===== config.mk =====
export PLATFORM = sky130hd
export DESIGN_NAME = req_frame_tx
export DESIGN_NICKNAME = d
export VERILOG_FILES = /design/src/rtl/req_frame_tx.sv
export SDC_FILE = /design/constraint.sdc
export NUM_CORES = 1
export LEC_CHECK = 0
export BUFFER_PORTS_ARGS = -buffer_cell sky130_fd_sc_hd__buf_2
export CAP_MARGIN = 20
export CORE_MARGIN = 3
export CORE_UTILIZATION = 58
export CTS_CLUSTER_DIAMETER = 150
export DETAILED_ROUTE_END_ITERATION = 8
export PLACE_DENSITY = 0.8
export SKIP_LAST_GASP = 1
export SLEW_MARGIN = 20
export SYNTH_ARGS = -nofsm -noshare
export SYNTH_HDL_FRONTEND = slang
export SYNTH_SLANG_ARGS = --single-unit

===== constraint.sdc =====
create_clock -name clk -period 3.7 [get_ports clk]
set_input_delay 0 -clock clk [delete_from_list [all_inputs] [get_ports clk]]
set_output_delay 0 -clock clk [all_outputs]
set_load 0.02 [all_outputs]

===== src/rtl/req_frame_tx.sv =====
// req_frame_tx: 8N1 UART sender of one 4-byte request frame (header, b1, b2, xor) per send_req level.
module req_frame_tx #(
  parameter int         CLK_FREQ = 25_000_000,
  parameter int         BAUD     = 115_200,
  parameter logic [7:0] HEADER   = 8'hAA
) (
  input  logic       clk,
  input  logic       rst,
  input  logic       send_req,
  input  logic [7:0] byte1,
  input  logic [7:0] byte2,
  output logic       tx,
  output logic       busy,
  output logic       tx_done_pulse
);
  localparam int DIV = CLK_FREQ / BAUD;
  localparam int CW  = (DIV < 2) ? 1 : $clog2(DIV);
  if (DIV < 2) begin : g_bad_div
    $error("req_frame_tx: CLK_FREQ/BAUD must be at least 2");
  end
  typedef enum logic [2:0] {IDLE, LOAD, START, DATA, STOP} state_t;
  state_t          state, state_n;
  logic            armed;
  logic [CW-1:0]   cnt, cnt_n;
  logic [2:0]      bit_idx, bit_n;
  logic [1:0]      byte_idx, byte_n;
  logic [31:0]     frame;
  logic            tick, tx_n, done_n;
  assign tick = cnt == CW'(DIV - 1);
  assign busy = state != IDLE;
  always_comb begin
    state_n = state;
    bit_n   = bit_idx;
    byte_n  = byte_idx;
    case (state)
      IDLE:  if (send_req && armed) state_n = LOAD;
      LOAD:  begin
        state_n = START;
        byte_n  = '0;
      end
      START: if (tick) begin
        state_n = DATA;
        bit_n   = '0;
      end
      DATA:  if (tick) begin
        bit_n = bit_idx + 3'd1;
        if (bit_idx == 3'd7) state_n = STOP;
      end
      STOP:  if (tick) begin
        state_n = (byte_idx == 2'd3) ? IDLE : START;
        byte_n  = byte_idx + 2'd1;
      end
      default: state_n = IDLE;
    endcase
    cnt_n  = (state_n != state || tick || state == IDLE) ? '0 : cnt + 1'b1;
    // line level is registered from the next state so it changes exactly on state entry
    tx_n   = (state_n == START) ? 1'b0 : (state_n == DATA) ? frame[{byte_n, bit_n}] : 1'b1;
    done_n = state == STOP && tick && byte_idx == 2'd3;
  end
  always_ff @(posedge clk or posedge rst) begin
    if (rst) begin
      state         <= IDLE;
      armed         <= 1'b0;
      cnt           <= '0;
      bit_idx       <= '0;
      byte_idx      <= '0;
      frame         <= '0;
      tx            <= 1'b1;
      tx_done_pulse <= 1'b0;
    end else begin
      state         <= state_n;
      cnt           <= cnt_n;
      bit_idx       <= bit_n;
      byte_idx      <= byte_n;
      tx            <= tx_n;
      tx_done_pulse <= done_n;
      if (state == IDLE) armed <= !send_req;
      if (state == LOAD) frame <= {HEADER ^ byte1 ^ byte2, byte2, byte1, HEADER};
    end
  end
endmodule


# After elaboration in Yosys (flattened, before gate mapping)
# Index checks and enable logic that the tools add are counted.
# totals
register_bits	47
wordCells	49
out_inout_bits	3
in_bits	19
# classes
n_lt_le_gt_ge	1
n_bitwise	2
n_reduce_logical	8
add_sub_neg	3
eq_ne	10
n_mux	17
# op_table
cell	count
2-to-1 mux 3 bit	7
case mux 3 bit (5 select lines)	1
== test 3 x 2 -> 1 bit (second input constant)	4
adder 8 x 1 -> 8 bit (second input constant)	1
== test 8 bit (second input constant)	1
2-to-1 mux 8 bit	1
bitwise XOR 8 bit	1
== test 3 bit (second input constant)	2
< comparator 5 x 6 -> 1 bit (second input constant)	1
case mux 3 bit (2 select lines)	1
binary-select mux 1 bit (select 5 bit)	1
2-to-1 mux 2 bit	2
NOT 4 bit	1
case mux 2 bit (2 select lines)	1
adder 3 x 1 -> 3 bit (second input constant)	1
== test 3 x 1 -> 1 bit (second input constant)	1
logical AND 1 bit	3
logical NOT 3 bit	1
2-to-1 mux 1 bit	3
!= test 3 bit	1
nonzero test 3 bit	1
adder 2 x 1 -> 2 bit (second input constant)	1
== test 2 bit (second input constant)	1
logical OR 1 bit	2
logical NOT 1 bit	1

# Depth between registers and ports, before layout
# depth
ltp_word	8
depth_mapped	16
depth_no_buf	15

# Least setup slack after synthesis
# No wires, ideal clock.
# synth_path
path_kind	reg-to-reg
start	register cnt[0]
end	register tx
path_stages_with_launch	16
required_ps	3631
n_path_buf	1
path_slack_ps	1117
arrival_time_ps	2514
period_less_slack_ps	2583
setup_time_ps	69
cell_sequence	dfrtp_1 -> inv_1 -> ha_1 -> nand3b_4 -> nor2_4 -> inv_2 -> ha_1 -> a211o_1 -> and2_1 -> buf_6 -> clkinv_8 -> mux2i_1 -> mux2_2 -> a22oi_1 -> a21oi_1 -> o21ai_2
# synth_between
elab_chain_cells	7
elab_cells_between_ends	16
classes_between	eq/ne (3); mux (13)
# synth_rtl
item	line_no	source
from (decl)	24	logic [CW-1:0] cnt, cnt_n;
from (signal assigned)	72	cnt <= cnt_n;
== test 8 bit (*)	29	assign tick = cnt == CW'(DIV - 1);
2-to-1 mux 3 bit, on equally long branches	45, 41	
case mux 3 bit (2 select lines) (*)	35	case (state)
net bit_n[0]	25	logic [2:0] bit_idx, bit_n;
binary-select mux 1 bit (select 5 bit) (*)	57	tx_n = (state_n == START) ? 1'b0 : (state_n == DATA) ? frame[{byte_n, bit_n}] : 1'b1;
2-to-1 mux 1 bit (implied by the code) (*)	57	
2-to-1 mux 1 bit (*) (2 in series)	57	
net tx_n	28	logic tick, tx_n, done_n;
to (signal assigned)	75	tx <= tx_n;
to (decl)	12	output logic tx,
# Mark *: on every way through the listed nets, which the timed path passes. The rest lies on a longest branch. The select of a mux whose other input is x is not followed.
# A chain may end at the register's enable or synchronous reset.

# Worst setup path after layout
# Ends and elaborated chain as after synthesis.

==> impl_metrics.yaml <==
power:
  p_per_area_mw_per_mm2: 664
  power_w: 0.00179
  ir_drop_uv: 448
  p_leak_nw: 1.40
yosys:
  ys_ff_latch: 44
  yosys.area.top_type: "dfrtp_1"
  avgSynthCellArea_um2: 9.69
  synth_nets: 262
  seq_area_frac_synth: 0.480
  ys.flop_type: "dfrtp_1"
  syn-cell-area_mm2: 0.00230
  ys_warn_count: 0
  synth_edf_count: 0
  syn_inst: 237
  yosysTopAreaCellShare: 0.469
  async_flop_share: 1.00
  synth.area.top_cells: "dfrtp_1 (47%), nand2_1 (11%), mux2i_1 (5.7%), xor2_1 (3.4%), ha_1 (3.3%)"
  synth_cell_types: 43
timing:
  fin_skew_ns: 0.00481
  period_needed_ns: 2.95
  period_share: 0.796
  fin_tns_setup_ns: 0
  slew_headroom: 0.390
  max_freq_ghz: 0.339
  worst_slew_pin_slew_ns: 0.912
  final-hold-violation-count: 0
  rsz0062_at_grt: "false"
  setup_viol: 0
  slew_violations: 0
worst_setup_path:
  cp-startpoint: "cnt[0]$_DFF_PP0_"
  endpoint: "tx$_DFF_PP1_"
  startpoint_type: "flop"
  worst-path-max-fanout: 8
  critPathSlowestCell: "and2_1"
  crit_type: "flop to flop"
  critical_path.most_common_cell: "ha_1"
  reg2reg_from: "cnt[0]$_DFF_PP0_"
  worstPathCellList: "inv_1, ha_1, nand3b_4, nor2_4, inv_2, ha_1, nor2_1, a211o_1, and2_1, clkinv_8, mux2i_1, mux2_2, a22oi_1, a21oi_1, o21ai_2"
  r2r_setup_slack_ns: 0.75
  cp.arrival_ns: 3.18
  r2r_cells: 15
  reg2reg_to: "tx$_DFF_PP1_"
  cp.required_ns: 3.93
  cpPeakStageDelay_ns: 0.47
  end_kind: "flop"
placement:
  gp_congestion: 0.770
  placed_cell_area_mm2: 0.00243
  dp_hpwl_mm: 2.96
  port_buffers: 21
clock_network:
  clk_pin_slew_ns: 0.07
  h-tree-depth: 2
  cts_tree: "yes"
  clkLatencyLatePin_ns: 0.29
  cts_buffers: 5
  cts_sinks: 44
  cts_resized: 0
  root_buffer: "clkbuf_8"
  clock_path_buffers: 2
run:
  maxCapViolations: 0
grt:
  grtUsageMet2: 0.349
  grt_first_pass_wirelength_mm: 7.23
  antenna_found_initial: 0
  met1_usage: 0.262
  grtUsageMet3: 0.0583
  busiest_layer: "met2"
  first_global_vias: 1657
  grt.total_usage: 0.209
  grt_max_degree: 35
  grt_overflow: 0
die:
  start_util: 0.613
  rows: 22
  top_level_ports: 22
  die_y_um: 68.9
  core_area_mm2: 0.00374
  fp.dieArea_mm2: 0.00475
  chipWidth_um: 68.9
layout:
  layout.nets: 302
  final_core_util: 0.719
  fill_cells: 286
  diodes: 0
  fin_area_mm2: 0.00269
  synthToLayoutAreaGrowth_pct: 17.2
  register_area_mm2: 0.00110
  multi_input_area_mm2: 0.00109
  layout-drive-gt1-share: 0.165
run_status:
  outcome: "finished, final reports clean"
routing:
  via_per_inst: 5.26
  drt_iter0_drc: 89
  remaining_drc_errors: 0
  dr.pass1.iters: 4
  vias: 1716
  wl_mm: 4.30
  avgRoutedWirePerCell_um: 13.2
  ant_nets: 0
hold_path:
  min_path_type: "primary input to async pin"
[timing repair]
action,4_1_cts,5_1_grt
buffers inserted,0,0
hold endpoints to repair,27,0
hold buffers,18,0
[metrics by stage]
step / instances / hold WS, ns / worst slack, ns
finish: 326 / 0.223 / 0.754
global route: 326 / 0.258 / 0.523
CTS: 326 / 0.232 / 0.734
detailed placement: 300 / 0.00603 / 0.763
global placement: 300 / -0.00491 / 0.887
floorplan: 237 / 0.105 / 1.12
[layout by cell type (no fill, tap or decap), types with 3 or more instances in the layout]
master | Yosys | final
mux2_2 | 3 | 3
buf_2 | 0 | 21
nor2_1 | 14 | 14
nor3_1 | 3 | 3
inv_1 | 9 | 9
dlygate4sd3_1 | 0 | 18
mux2i_1 | 13 | 13
xor2_1 | 9 | 9
xnor2_1 | 5 | 5
a21oi_1 | 3 | 3
ha_1 | 6 | 6
dfrtp_1 | 43 | 43
nand3_1 | 7 | 7
clkbuf_1 | 6 | 3
clkbuf_8 | 0 | 5
and3_1 | 4 | 4
nand2_1 | 66 | 66
o21ai_0 | 12 | 12
[power by group]
group / total (W) / switching [W] / internal, W
clock network: 0.000284 / 0.000150 / 0.000134
logic: 0.000672 / 0.000352 / 0.000320
registers: 0.000831 / 0.000157 / 0.000674
total: 0.00179 / 0.000659 / 0.00113
[state kept, by name (all words and copies together), names as in the netlist]
register,count
frame,25
cnt,8
bit_idx,3
state,3
byte_idx,2
armed,1
tx,1
tx_done_pulse,1
[critical path, delay by kind of cell, from the launching register on]
family,cells,cell delay [ns]
fa+ha+maj,2,0.37
compound gates,4,0.53
simple gates,4,0.83
flops,1,0.43
buf+inv,3,0.30
mux,2,0.40
[worst min path at each step]
stage	from	to	slack, ns	depth (start not counted)
after floorplan	byte1[2]	frame[10]$_DFFE_PP0P_	0.11	2
after global placement	rst	frame[25]$_DFFE_PP0P_	-0.005	2
after detailed placement	rst	frame[25]$_DFFE_PP0P_	0.006	2
after CTS	rst	cnt[0]$_DFF_PP0_	0.23	3
after global routing	rst	cnt[0]$_DFF_PP0_	0.26	3
final	rst	cnt[0]$_DFF_PP0_	0.22	3
[logic make-up (layout without fill, tap and decap cells)]
| logic type | after synthesis | after routing | share of synthesized area |
|---|---|---|---|
| AO/OA/AOI/OAI | 30 | 30 | 0.0856 |
| XOR/XNOR | 14 | 14 | 0.0534 |
| adder cells (fa/ha/maj) | 6 | 6 | 0.0327 |
| buffers and inverters | 19 | 60 | 0.0430 |
| flip-flops | 44 | 44 | 0.480 |
| multiplexers | 17 | 17 | 0.0774 |
| AND/OR/NAND/NOR | 107 | 107 | 0.228 |
[layer usage]
metal | routed length [µm] | vias up
met5 | 0 | -
met4 | 55 | 0
met3 | 123 | 6
met2 | 2090 | 24
met1 | 2030 | 817
li1 | - | 869
[Yosys cell counts, types with 2 or more instances]
cell type   n
nor3_1      3
buf_6       2
o21ai_0    12
clkbuf_1    6
xnor2_1     5
a22oi_1     2
inv_1       9
and2_1      2
nor2_1     14
mux2i_1    13
and3_1      4
nand2_1    66
a21oi_1     3
dfrtp_1    43
o22ai_1     2
nand3_1     7
nand2b_1    2
mux2_2      3
xor2_1      9
ha_1        6
a31oi_1     2
[area by class of cell]
class | count | share of cell area
timing repair buffer | 41 | 0.112
inverter | 11 | 0.0200
clock buffer | 8 | 0.0298
sequential | 44 | 0.410
tap | 48 | 0.0223
multi-input combinational | 174 | 0.407
No activity file was read; power rests on OpenSTA's default activity.
